--- src/rtl/j1_io_port.sv ---
// Memory-mapped I/O peripheral for the J1 I/O bus: sampled input channels with
// change flags, read-back output registers, and debounced switches with press counters.
module j1_io_port #(
    parameter int WIDTH           = 16,
    parameter int NUM_IN          = 2,
    parameter int IN_WIDTH        = 10,
    parameter int NUM_OUT         = 4,
    parameter int OUT_WIDTH       = 8,
    parameter int NUM_SW          = 1,
    parameter int DEBOUNCE_CYCLES = 12000
) (
    input  logic                          clk,
    input  logic                          resetq,
    input  logic                          io_wr,
    input  logic                          io_rd,
    input  logic [15:0]                   io_addr,
    input  logic [WIDTH-1:0]              io_dout,
    output logic [WIDTH-1:0]              io_din,
    input  logic [NUM_IN*IN_WIDTH-1:0]    in_data,
    output logic [NUM_OUT*OUT_WIDTH-1:0]  out_data,
    input  logic [NUM_SW-1:0]             sw_in,
    output logic [NUM_SW-1:0]             sw_state
);

    localparam int             CW      = $clog2(DEBOUNCE_CYCLES);
    localparam logic [CW-1:0]  DEB_MAX = CW'(DEBOUNCE_CYCLES - 1);

    logic [IN_WIDTH-1:0]   in_slice [NUM_IN];
    logic [IN_WIDTH-1:0]   samp_q   [NUM_IN];
    logic [IN_WIDTH-1:0]   samp_d   [NUM_IN];
    logic [NUM_IN-1:0]     flag_q, flag_d;
    logic                  flag_clr;

    logic [OUT_WIDTH-1:0]  out_q    [NUM_OUT];
    logic [OUT_WIDTH-1:0]  out_d    [NUM_OUT];

    logic [NUM_SW-1:0]     sync1_q, sync1_d;
    logic [NUM_SW-1:0]     sync2_q, sync2_d;
    logic [NUM_SW-1:0]     sw_state_q, sw_state_d;
    logic [NUM_SW-1:0]     sw_rise, press_clr;
    logic [CW-1:0]         deb_q    [NUM_SW];
    logic [CW-1:0]         deb_d    [NUM_SW];
    logic [7:0]            press_q  [NUM_SW];
    logic [7:0]            press_d  [NUM_SW];

    logic [WIDTH-1:0]      io_din_q, io_din_d;

    // Only the low OUT_WIDTH bits of write data are stored.
    logic                  unused_dout;
    assign unused_dout = ^io_dout;

    for (genvar g = 0; g < NUM_IN; g++) begin : g_in
        assign in_slice[g] = in_data[g*IN_WIDTH +: IN_WIDTH];
    end

    for (genvar g = 0; g < NUM_OUT; g++) begin : g_out
        assign out_data[g*OUT_WIDTH +: OUT_WIDTH] = out_q[g];
    end

    assign sw_state = sw_state_q;
    assign io_din   = io_din_q;

    always_comb begin
        io_din_d = '0;
        for (int k = 0; k < NUM_IN; k++)
            if (io_addr == 16'(k)) io_din_d = WIDTH'(samp_q[k]);
        for (int k = 0; k < NUM_OUT; k++)
            if (io_addr == 16'(16 + k)) io_din_d = WIDTH'(out_q[k]);
        if (io_addr == 16'h0020) io_din_d = WIDTH'(sw_state_q);
        for (int k = 0; k < NUM_SW; k++)
            if (io_addr == 16'(33 + k)) io_din_d = WIDTH'(press_q[k]);
        if (io_addr == 16'h0030) io_din_d = WIDTH'(flag_q);
    end

    // A change seen in the same cycle as the clearing read keeps its flag set.
    always_comb begin
        flag_clr = io_rd && (io_addr == 16'h0030);
        flag_d   = flag_q;
        for (int k = 0; k < NUM_IN; k++) begin
            samp_d[k] = in_slice[k];
            flag_d[k] = (flag_clr ? 1'b0 : flag_q[k]) | (in_slice[k] != samp_q[k]);
        end
    end

    always_comb begin
        for (int k = 0; k < NUM_OUT; k++)
            out_d[k] = (io_wr && io_addr == 16'(16 + k)) ? io_dout[OUT_WIDTH-1:0] : out_q[k];
    end

    always_comb begin
        sync1_d    = sw_in;
        sync2_d    = sync1_q;
        sw_state_d = sw_state_q;
        sw_rise    = '0;
        press_clr  = '0;
        for (int k = 0; k < NUM_SW; k++) begin
            deb_d[k]   = '0;
            press_d[k] = press_q[k];
            if (sync2_q[k] != sw_state_q[k]) begin
                if (deb_q[k] == DEB_MAX) sw_state_d[k] = sync2_q[k];
                else                     deb_d[k]      = deb_q[k] + CW'(1);
            end
            sw_rise[k]   = !sw_state_q[k] && sw_state_d[k];
            press_clr[k] = io_rd && (io_addr == 16'(33 + k));
            if (press_clr[k])    press_d[k] = sw_rise[k] ? 8'd1 : 8'd0;
            else if (sw_rise[k]) press_d[k] = press_q[k] + 8'd1;
        end
    end

    always_ff @(posedge clk or negedge resetq) begin
        if (!resetq) begin
            io_din_q   <= '0;
            flag_q     <= '0;
            sync1_q    <= '0;
            sync2_q    <= '0;
            sw_state_q <= '0;
            for (int k = 0; k < NUM_IN; k++)  samp_q[k]  <= '0;
            for (int k = 0; k < NUM_OUT; k++) out_q[k]   <= '0;
            for (int k = 0; k < NUM_SW; k++) begin
                deb_q[k]   <= '0;
                press_q[k] <= '0;
            end
        end else begin
            io_din_q   <= io_din_d;
            flag_q     <= flag_d;
            sync1_q    <= sync1_d;
            sync2_q    <= sync2_d;
            sw_state_q <= sw_state_d;
            for (int k = 0; k < NUM_IN; k++)  samp_q[k]  <= samp_d[k];
            for (int k = 0; k < NUM_OUT; k++) out_q[k]   <= out_d[k];
            for (int k = 0; k < NUM_SW; k++) begin
                deb_q[k]   <= deb_d[k];
                press_q[k] <= press_d[k];
            end
        end
    end

endmodule

--- config.mk ---
export PLATFORM = sky130hd
export DESIGN_NAME = j1_io_port
export DESIGN_NICKNAME = d
export VERILOG_FILES = /design/src/rtl/j1_io_port.sv
export SDC_FILE = /design/constraint.sdc
export NUM_CORES = 1
export LEC_CHECK = 0
export CAP_MARGIN = 20
export CORE_UTILIZATION = 44
export CTS_BUF_LIST = sky130_fd_sc_hd__clkbuf_8
export CTS_CLUSTER_SIZE = 10
export DETAILED_ROUTE_END_ITERATION = 8
export PLACE_DENSITY_LB_ADDON = 0.15
export SETUP_SLACK_MARGIN = 0.5
export SLEW_MARGIN = 20
export SYNTH_ARGS = -nofsm -noshare
export SYNTH_HDL_FRONTEND = slang
export SYNTH_SLANG_ARGS = --single-unit
--- constraint.sdc ---
create_clock -name clk -period 3.1 [get_ports clk]
set_input_delay 0.62 -clock clk [delete_from_list [all_inputs] [get_ports clk]]
set_output_delay 0.62 -clock clk [all_outputs]
set_load 0.05 [all_outputs]
* Word-level counts from Yosys, hierarchy flattened
Cells that the tools add are included.
** Storage, ports and cells
- Bits in registers :: 95
- Bits in read-only memories :: 0
- Latch bits :: 0
- Output and inout bits :: 49
- Memories :: 0
- Logic and storage cells :: 57
- Memory bits (writable) :: 0
** Cells by class
- $add $sub $neg :: 2
- Multiplexer cells :: 18
- Shift operators :: 0
- Bitwise operators :: 2
- Reductions and logical operators :: 10
- Div/mod/pow operators :: 0
- Order comparisons :: 0
- Multiply operators :: 0
- Equal/unequal tests :: 12
** Operators by type and width (number)
- $mux 16 :: 7
- $eq 16x5->1 const B :: 4
- $eq 16x6->1 const B :: 3
- $mux 14 :: 2
- $mux 10 :: 2
- $ne 10x10->1 :: 2
- $eq 16x1->1 const B :: 1
- $logic_not 16->1 :: 1
- $mux 8 :: 2
- $add 14x1->14 const B :: 1
- $eq 14x14->1 const B :: 1
- $add 8x1->8 const B :: 1
- $logic_and 1x1->1 :: 7
- $mux 1 :: 5
- $or 1x1->1 :: 2
- $reduce_bool 2->1 :: 1
- $logic_not 1->1 :: 1
- $ne 1x1->1 :: 1

* Logic depth before layout (Yosys ltp)
Gate-level depths: netlist of the first run.
- Word-level depth :: 10
- Mapped depth :: 7
- Mapped depth without buffers :: 5

* Worst setup path before layout of the first run
OpenSTA, ideal clock, no wires.
- Kind :: input to register
- Start :: in io_addr[0]
- End :: reg io_din_q[4], in the netlist io_din[4]
- Cell stages on the path :: 5
- Arrival time :: 1.830 ns
- Path slack :: 1.120 ns
- Setup time :: 0.150 ns
- Cell sequence :: clkbuf_1 -> buf_2 -> mux4_2 -> a32oi_1 -> o311ai_0
** Between the ends
- Longest elaborated chain between the ends :: 10
- Elaborated cells on any way between the ends :: 18
** Ends and longest elaborated chain
- from (decl) :: RTL line 16 : input logic [15:0] io_addr,
- $logic_not 16->1 :: RTL line 66 : if (io_addr == 16'(k)) io_din_d = WIDTH'(samp_q[k]);
- $mux 10 (2 in series) :: RTL line 66
- $mux 16 (4 in series) :: RTL line 68 : if (io_addr == 16'(16 + k)) io_din_d = WIDTH'(out_q[k]);
- $mux 16 :: RTL line 69 : if (io_addr == 16'h0020) io_din_d = WIDTH'(sw_state_q);
- $mux 16 :: RTL line 71 : if (io_addr == 16'(33 + k)) io_din_d = WIDTH'(press_q[k]);
- $mux 16 * :: RTL line 72 : if (io_addr == 16'h0030) io_din_d = WIDTH'(flag_q);
- net io_din_d[4] :: RTL line 46 : logic [WIDTH-1:0] io_din_q, io_din_d;
- to (signal assigned) :: RTL line 124 : io_din_q <= io_din_d;
- to (decl) :: RTL line 46
Mark *: on every way through the listed nets, which the timed path passes. The rest lies on a longest branch.
A chain may end at the register's enable or synchronous reset.

* Worst setup path in the final report of the first run
- Start :: in io_addr[13]
- End :: reg io_din_q[1], in the netlist io_din[1]
Same word-level chain as after synthesis.

==> results of run 1 <==
kinds of logic after synthesis:
group / Yosys count / share of synthesized area (%)
adder cells (fa/ha/maj): 2 / 0.588
other: 1 / 0.0882
AO/OA/AOI/OAI: 40 / 6.74
multiplexers: 43 / 12.1
AND/OR/NAND/NOR: 117 / 16.4
buffers and inverters: 28 / 3.53
flip-flops: 89 / 52.4
XOR/XNOR: 40 / 8.24
Yosys cell counts, types with 2 or more instances:
cell type   n
dfrtp_1    89
nor2_1     40
mux2_2     37
xnor2_1    24
xor2_1     16
nand3_1    14
nand2_1    11
buf_4       8
inv_1       8
a21oi_1     7
nand4_1     7
o21ai_0     7
a32oi_1     6
and3_1      6
buf_2       6
nor3_1      6
and4_1      5
clkbuf_1    5
nor4_1      5
and2_1      4
mux2i_1     3
mux4_2      3
o22ai_1     3
o311ai_0    3
a211o_1     2
a211oi_1    2
a22o_1      2
a41oi_1     2
ha_1        2
nand3_4     2
nand4_4     2
nor2b_1     2
nor4_2      2
nor4b_1     2
worst max-delay path: cells and delay by family:
kind	cells	cell delay, ns
compound gates	1	0.20
buf+inv	1	0.45
simple gates	4	1.44
registers in the layout, summed over array words and instances (netlist names):
register / cells
deb_q: 14
flag_q: 2
io_din: 10
out_data: 32
press_q: 8
samp_q: 20
sw_state: 1
sync1_q: 1
sync2_q: 1
area by class of cell:
class / count / area (um^2) / share of cell area (%)
Tap cell: 129 / 161 / 2.92
Clock buffer: 9 / 124 / 2.24
Multi-Input combinational cell: 248 / 1900 / 34.3
Sequential cell: 89 / 2230 / 40.3
Inverter: 8 / 30.0 / 0.543
Timing Repair Buffer: 100 / 1000 / 18.1
Clock inverter: 6 / 85.1 / 1.54
metrics by stage:
stage	setup slack [ns]	hold slack, ns	area [um^2]
2_1_floorplan	1.12	0.324	4270
3_3_place_gp	0.252	0.335	5320
3_5_place_dp	0.223	0.337	5320
4_1_cts	0.624	0.204	5520
5_1_grt	0.516	0.230	5530
6_report	0.680	0.197	5530
path summary, 6_finish.rpt:
path	start	endpoint	slack, ns	depth (start not counted)
max in group asynchronous	resetq	out_data[3]	2.26	2
worst min register to register	sync1_q	sync2_q	0.35	0
worst min-delay path	resetq	io_din[7]	0.20	1
min in group clk	sync1_q	sync2_q	0.35	0
worst max register to register	deb_q[8]	press_q[7]	1.19	5
worst max-delay path	io_addr[13]	io_din[1]	0.68	6
layer usage:
layer / vias to the layer above / track usage [%] / wire, um
met5: - / 0 / 0
met4: 0 / 6.80 / 150
met3: 11 / 4.74 / 392
met2: 79 / 33.6 / 4810
met1: 1527 / 28.5 / 4500
li1: 1470 / - / -
repair_timing:
item / CTS / global route
hold buffers: 0 / 0
hold endpoints to repair: 0 / 0
endpoints found under the setup margin: 0 / 3
resized for setup: 0 / 1
power groups by stage:
stage | Combinational [mW] | Sequential (mW) | Clock [mW]
after floorplan | 0.0919 | 1.21 | 0
after global placement | 0.208 | 1.21 | 0
after detailed placement | 0.211 | 1.22 | 0
after CTS | 0.212 | 1.19 | 0.887
after global routing | 0.229 | 1.20 | 0.914
final | 0.209 | 1.19 | 0.862
==> impl_metrics.csv, run 1 <==
group,metric,value,unit
critical_path,cpPeakStageDelay,0.46,ns
place,dp_hpwl,7.23,mm
detailed_routing,drt-initial-drc-count,156,
synthesis,synthArstFlopShare,100,%
detailed_routing,vias,3087,
sta,worst_pin_slew,0.521,ns
cts,cts-buffers-inserted,9,
worst_hold_path,hold_path_class,"primary input to asynchronous set/reset pin",
cells_and_area,area_delta_synth_final,29.9,%
cells_and_area,num-fill-cells,810,
run,drv_cap,0,
synthesis,syn-cell-area,0.00425,mm^2
detailed_routing,dr.pass1.iters,4,
run_status,status,"finished, final reports clean",
cts,htreeDepth,3,
detailed_routing,vias_per_cell,5.24,
synthesis,ys_types,51,
floorplanning,die_x,100,um
global_routing,antenna_found_initial,0,
cts,clkTransAtPathRegs,0.09,ns
global_routing,grt_pass1_vias,3075,
place,gp_congestion,0.787,
cells_and_area,final_cells,589,
synthesis,synth-edff-count,0,
synthesis,yosysWarnings,0,
global_routing,grt_usage,21.1,%
global_routing,grt_max_degree,54,
place,io_buffers,91,
cts,clockBufferDepth,2,
power,clockPowerShare,38.1,%
sta,period_needed,2.42,ns
place,dp.cells,574,
critical_path,required,3.40,ns
power,p_per_area,410,mW/mm^2
cells_and_area,drive_above_1_share,16.1,%
synthesis,synth.avg_cell_area,11.8,um^2
floorplanning,rows,35,
critical_path,critPathKind,"primary input to flip-flop",
sta,fin_worst_skew,0.0122,ns
floorplanning,start_util,45.8,%
sta,fin_setup_tns,0,ns
floorplanning,die_h,100,um
floorplanning,dieArea,0.0101,mm^2
detailed_routing,avgRoutedWirePerCell,16.7,um
synthesis,ys_seq_area_share,52.4,%
power,p_leak,2.33,nW
synthesis,synth_top_cell_area_share,52.4,%
cts,cts_tree,"done",
cts,clkLatencyLatePin,0.37,ns
power,finalPower,2.26,mW
critical_path,cpMaxStageDelayCell,"nor4_2",
synthesis,ys_ff_latch,89,
critical_path,cp_max_fo,9,
cells_and_area,antenna_cells,0,
cts,root_buffer,"clkbuf_8",
global_routing,grt_pass1_wl,15.9,mm
global_routing,grt.overflow.total,0,
critical_path,arrival,2.72,ns
sta,max_slew_margin,65.2,%
critical_path,crit_chain,"clkdlybuf4s50_1 -> nor4_2 -> and3_1 -> and2_1 -> nor4b_1 -> a2bb2oi_1",
power,vdd_ir_drop_max,0.281,mV
sta,fmax,0.413,GHz
power,pwr-share-seq,52.7,%
synthesis,synth_ff_type,"dfrtp_1",
sta,period_share,78.1,%
synthesis,syn_inst,360,
detailed_routing,postRouteAntennaNets,0,
sta,slew_violations,0,
critical_path,endpoint_kind,"flip-flop",
power,power.switching,0.543,mW
cells_and_area,mostFrequentLayoutCells,"clkdlybuf4s50_1 (90), dfrtp_1 (89), nor2_1 (40)",
critical_path,cp-start-kind,"primary input",
power,combinationalPowerShare,9.2,%
cts,cts_setup_buffers,0,
floorplanning,core,0.00928,mm^2
sta,hold_violations,0,
cells_and_area,nNetsFinal,515,
sta,finalSetupViolCount,0,
floorplanning,boundaryPins,106,
synthesis,synth_area_leader_cell,"dfrtp_1",
synthesis,synth_area_leaders,"dfrtp_1 (52%), mux2_2 (9.8%), xnor2_1 (4.9%)",
detailed_routing,drc,0,
sta,rsz0062_at_grt,"no",
cells_and_area,layout_commonest_cell,"clkdlybuf4s50_1",
detailed_routing,wl,9.86,mm
cts,clock_sinks,89,
cells_and_area,utilization,59.5,%
power,switching_share,24.0,%
power,p_int,1.72,mW
No activity file was read; power rests on OpenSTA's default activity.
==> run 2, diff against run 1 <==
clock period = 2.3 ns   (was 3.1 ns; I/O delays follow)
==> run 2 against run 1 <==
Flip-flop and latch count stayed put. Clock skew decreased by 0.0015 ns. Power is 42% higher. Worst setup slack got worse by 0.16 ns. Wire length is 3.4% higher. Combinational power up 48%. Largest power group unchanged.
==> impl_metrics.csv, run 2 (synthesized netlist as in run 1, its figures left out) <==
group,metric,value,unit
run_status,status,"finished, final reports clean",
cts,root_buffer,"clkbuf_8",
place,io_buffers,91,
critical_path,crit_chain,"clkdlybuf4s50_1 -> nor2_2 -> and4_4 -> buf_12 -> nand4_4 -> mux2_4",
sta,holdWs,0.0754,ns
power,p_int,2.48,mW
cells_and_area,antenna_cells,0,
global_routing,grt_max_degree,46,
critical_path,required,2.55,ns
cts,postCtsHoldBufs,0,
critical_path,endpoint_kind,"flip-flop",
power,combinationalPowerShare,9.6,%
cells_and_area,drive_above_1_share,25.6,%
sta,period_share,77.4,%
cells_and_area,nNetsFinal,547,
detailed_routing,avgRoutedWirePerCell,16.4,um
cells_and_area,mostFrequentLayoutCells,"dfrtp_1 (89), dlygate4sd2_1 (43), nor2_1 (39)",
cts,clkTransAtPathRegs,0.09,ns
critical_path,arrival,2.03,ns
floorplanning,die_x,100,um
global_routing,antenna_found_initial,0,
place,dp.cells,599,
global_routing,grt_pass1_vias,3269,
worst_hold_path,hold_path_class,"primary input to asynchronous set/reset pin",
sta,slew_violations,0,
sta,period_needed,1.78,ns
place,pre_cts_slack,-0.166,ns
floorplanning,die_h,100,um
sta,hold_violations,0,
critical_path,r2r-end,"press_q[6]",
run,drv_cap,0,
sta,fin_worst_skew,0.0107,ns
cells_and_area,area_delta_synth_final,38.3,%
critical_path,cpMaxStageDelayCell,"clkdlybuf4s50_1",
power,pwr-share-seq,50.1,%
power,power.switching,0.735,mW
detailed_routing,vias,3264,
power,p_per_area,546,mW/mm^2
power,p_leak,2.77,nW
floorplanning,core,0.00928,mm^2
detailed_routing,wl,10.2,mm
critical_path,cpPeakStageDelay,0.47,ns
floorplanning,boundaryPins,106,
cells_and_area,final_cells,621,
cells_and_area,layout_commonest_cell,"dfrtp_1",
critical_path,critPathKind,"primary input to flip-flop",
critical_path,cp_max_fo,8,
cts,htreeDepth,3,
detailed_routing,drc,0,
sta,finalWorstSetupSlack,0.520,ns
sta,fmax,0.562,GHz
cts,clockBufferDepth,2,
global_routing,grt_usage,21.7,%
floorplanning,start_util,45.8,%
place,dp_hpwl,7.60,mm
cts,clock_sinks,89,
floorplanning,dieArea,0.0101,mm^2
floorplanning,rows,35,
critical_path,cp-start-kind,"primary input",
cts,clkLatencyLatePin,0.36,ns
critical_path,rr_startpoint,"deb_q[8]",
sta,max_slew_margin,62.4,%
sta,finalSetupViolCount,0,
power,switching_share,22.9,%
global_routing,grt_pass1_wl,16.5,mm
critical_path,reg2reg_slack,0.57,ns
detailed_routing,drt-initial-drc-count,81,
sta,worst_pin_slew,0.564,ns
cells_and_area,num-fill-cells,766,
critical_path,r2r_cells,6,
detailed_routing,dr.pass1.iters,4,
cts,cts-buffers-inserted,9,
cells_and_area,largest_reg_flops,32,
power,finalPower,3.21,mW
power,clockPowerShare,40.3,%
detailed_routing,vias_per_cell,5.26,
power,vdd_ir_drop_max,0.489,mV
sta,rsz0062_at_grt,"yes",
global_routing,grt.overflow.total,0,
cts,cts_tree,"done",
place,gp_congestion,0.781,
detailed_routing,postRouteAntennaNets,0,
[run 2: cell type report]
cell class / instances / area, um^2 / area share (%)
multi-input combinational: 248 / 2030 / 34.5
tap: 129 / 161 / 2.74
inverter: 8 / 30.0 / 0.510
clock inverter: 5 / 104 / 1.77
clock buffer: 10 / 138 / 2.34
timing repair buffer: 132 / 1190 / 20.2
sequential: 89 / 2230 / 37.9
[run 2: per-stage QoR]
step / TNS [ns] / util (%) / instance area (um^2)
global route: 0 / 63.4 / 5880
floorplan: 0 / - / 4300
global placement: -3.73 / 59.4 / 5510
detailed placement: -4.34 / 59.4 / 5510
CTS: 0 / 62.8 / 5830
finish: 0 / 63.4 / 5880
[run 2: power by group through the flow]
stage | Sequential (mW) | Combinational (mW) | Clock, mW
4_1_cts | 1.61 | 0.309 | 1.32
3_5_place_dp | 1.64 | 0.301 | 0
2_1_floorplan | 1.63 | 0.127 | 0
6_report | 1.61 | 0.309 | 1.30
5_1_grt | 1.61 | 0.336 | 1.39
3_3_place_gp | 1.64 | 0.296 | 0
[run 2: per-layer routing]
layer / vias up / wire [um] / GRT usage [%]
met5: - / 0 / 0
met4: 0 / 240 / 7.58
met3: 19 / 369 / 4.53
met2: 81 / 4850 / 34.8
met1: 1619 / 4730 / 29.4
li1: 1545 / - / -
[run 2: how the worst max path moves through the flow]
stage / depth (start not counted) / startpoint / slack (ns) / endpoint
after floorplan: 6 / io_addr[4] / 0.50 / out_data[16]
after global placement: 6 / io_addr[13] / -0.15 / out_data[16]
after detailed placement: 7 / io_addr[3] / -0.17 / io_din[1]
after CTS: 1 / sw_state / 0.45 / sw_state
after global routing: 6 / deb_q[8] / 0.46 / press_q[6]
final: 6 / io_addr[11] / 0.52 / out_data[16]
[run 2: worst max-delay path, delay by kind of cell]
family                 cells  cell delay (ns)
muxes                      1             0.36
buffers and inverters      2             0.60
and+or+nand+nor            3             0.60
[run 2: repair_timing]
item,in CTS,in global routing
setup buffers,4,3
pin swaps,10,10
gates resized for setup,79,27
endpoints found under the setup margin,95,60
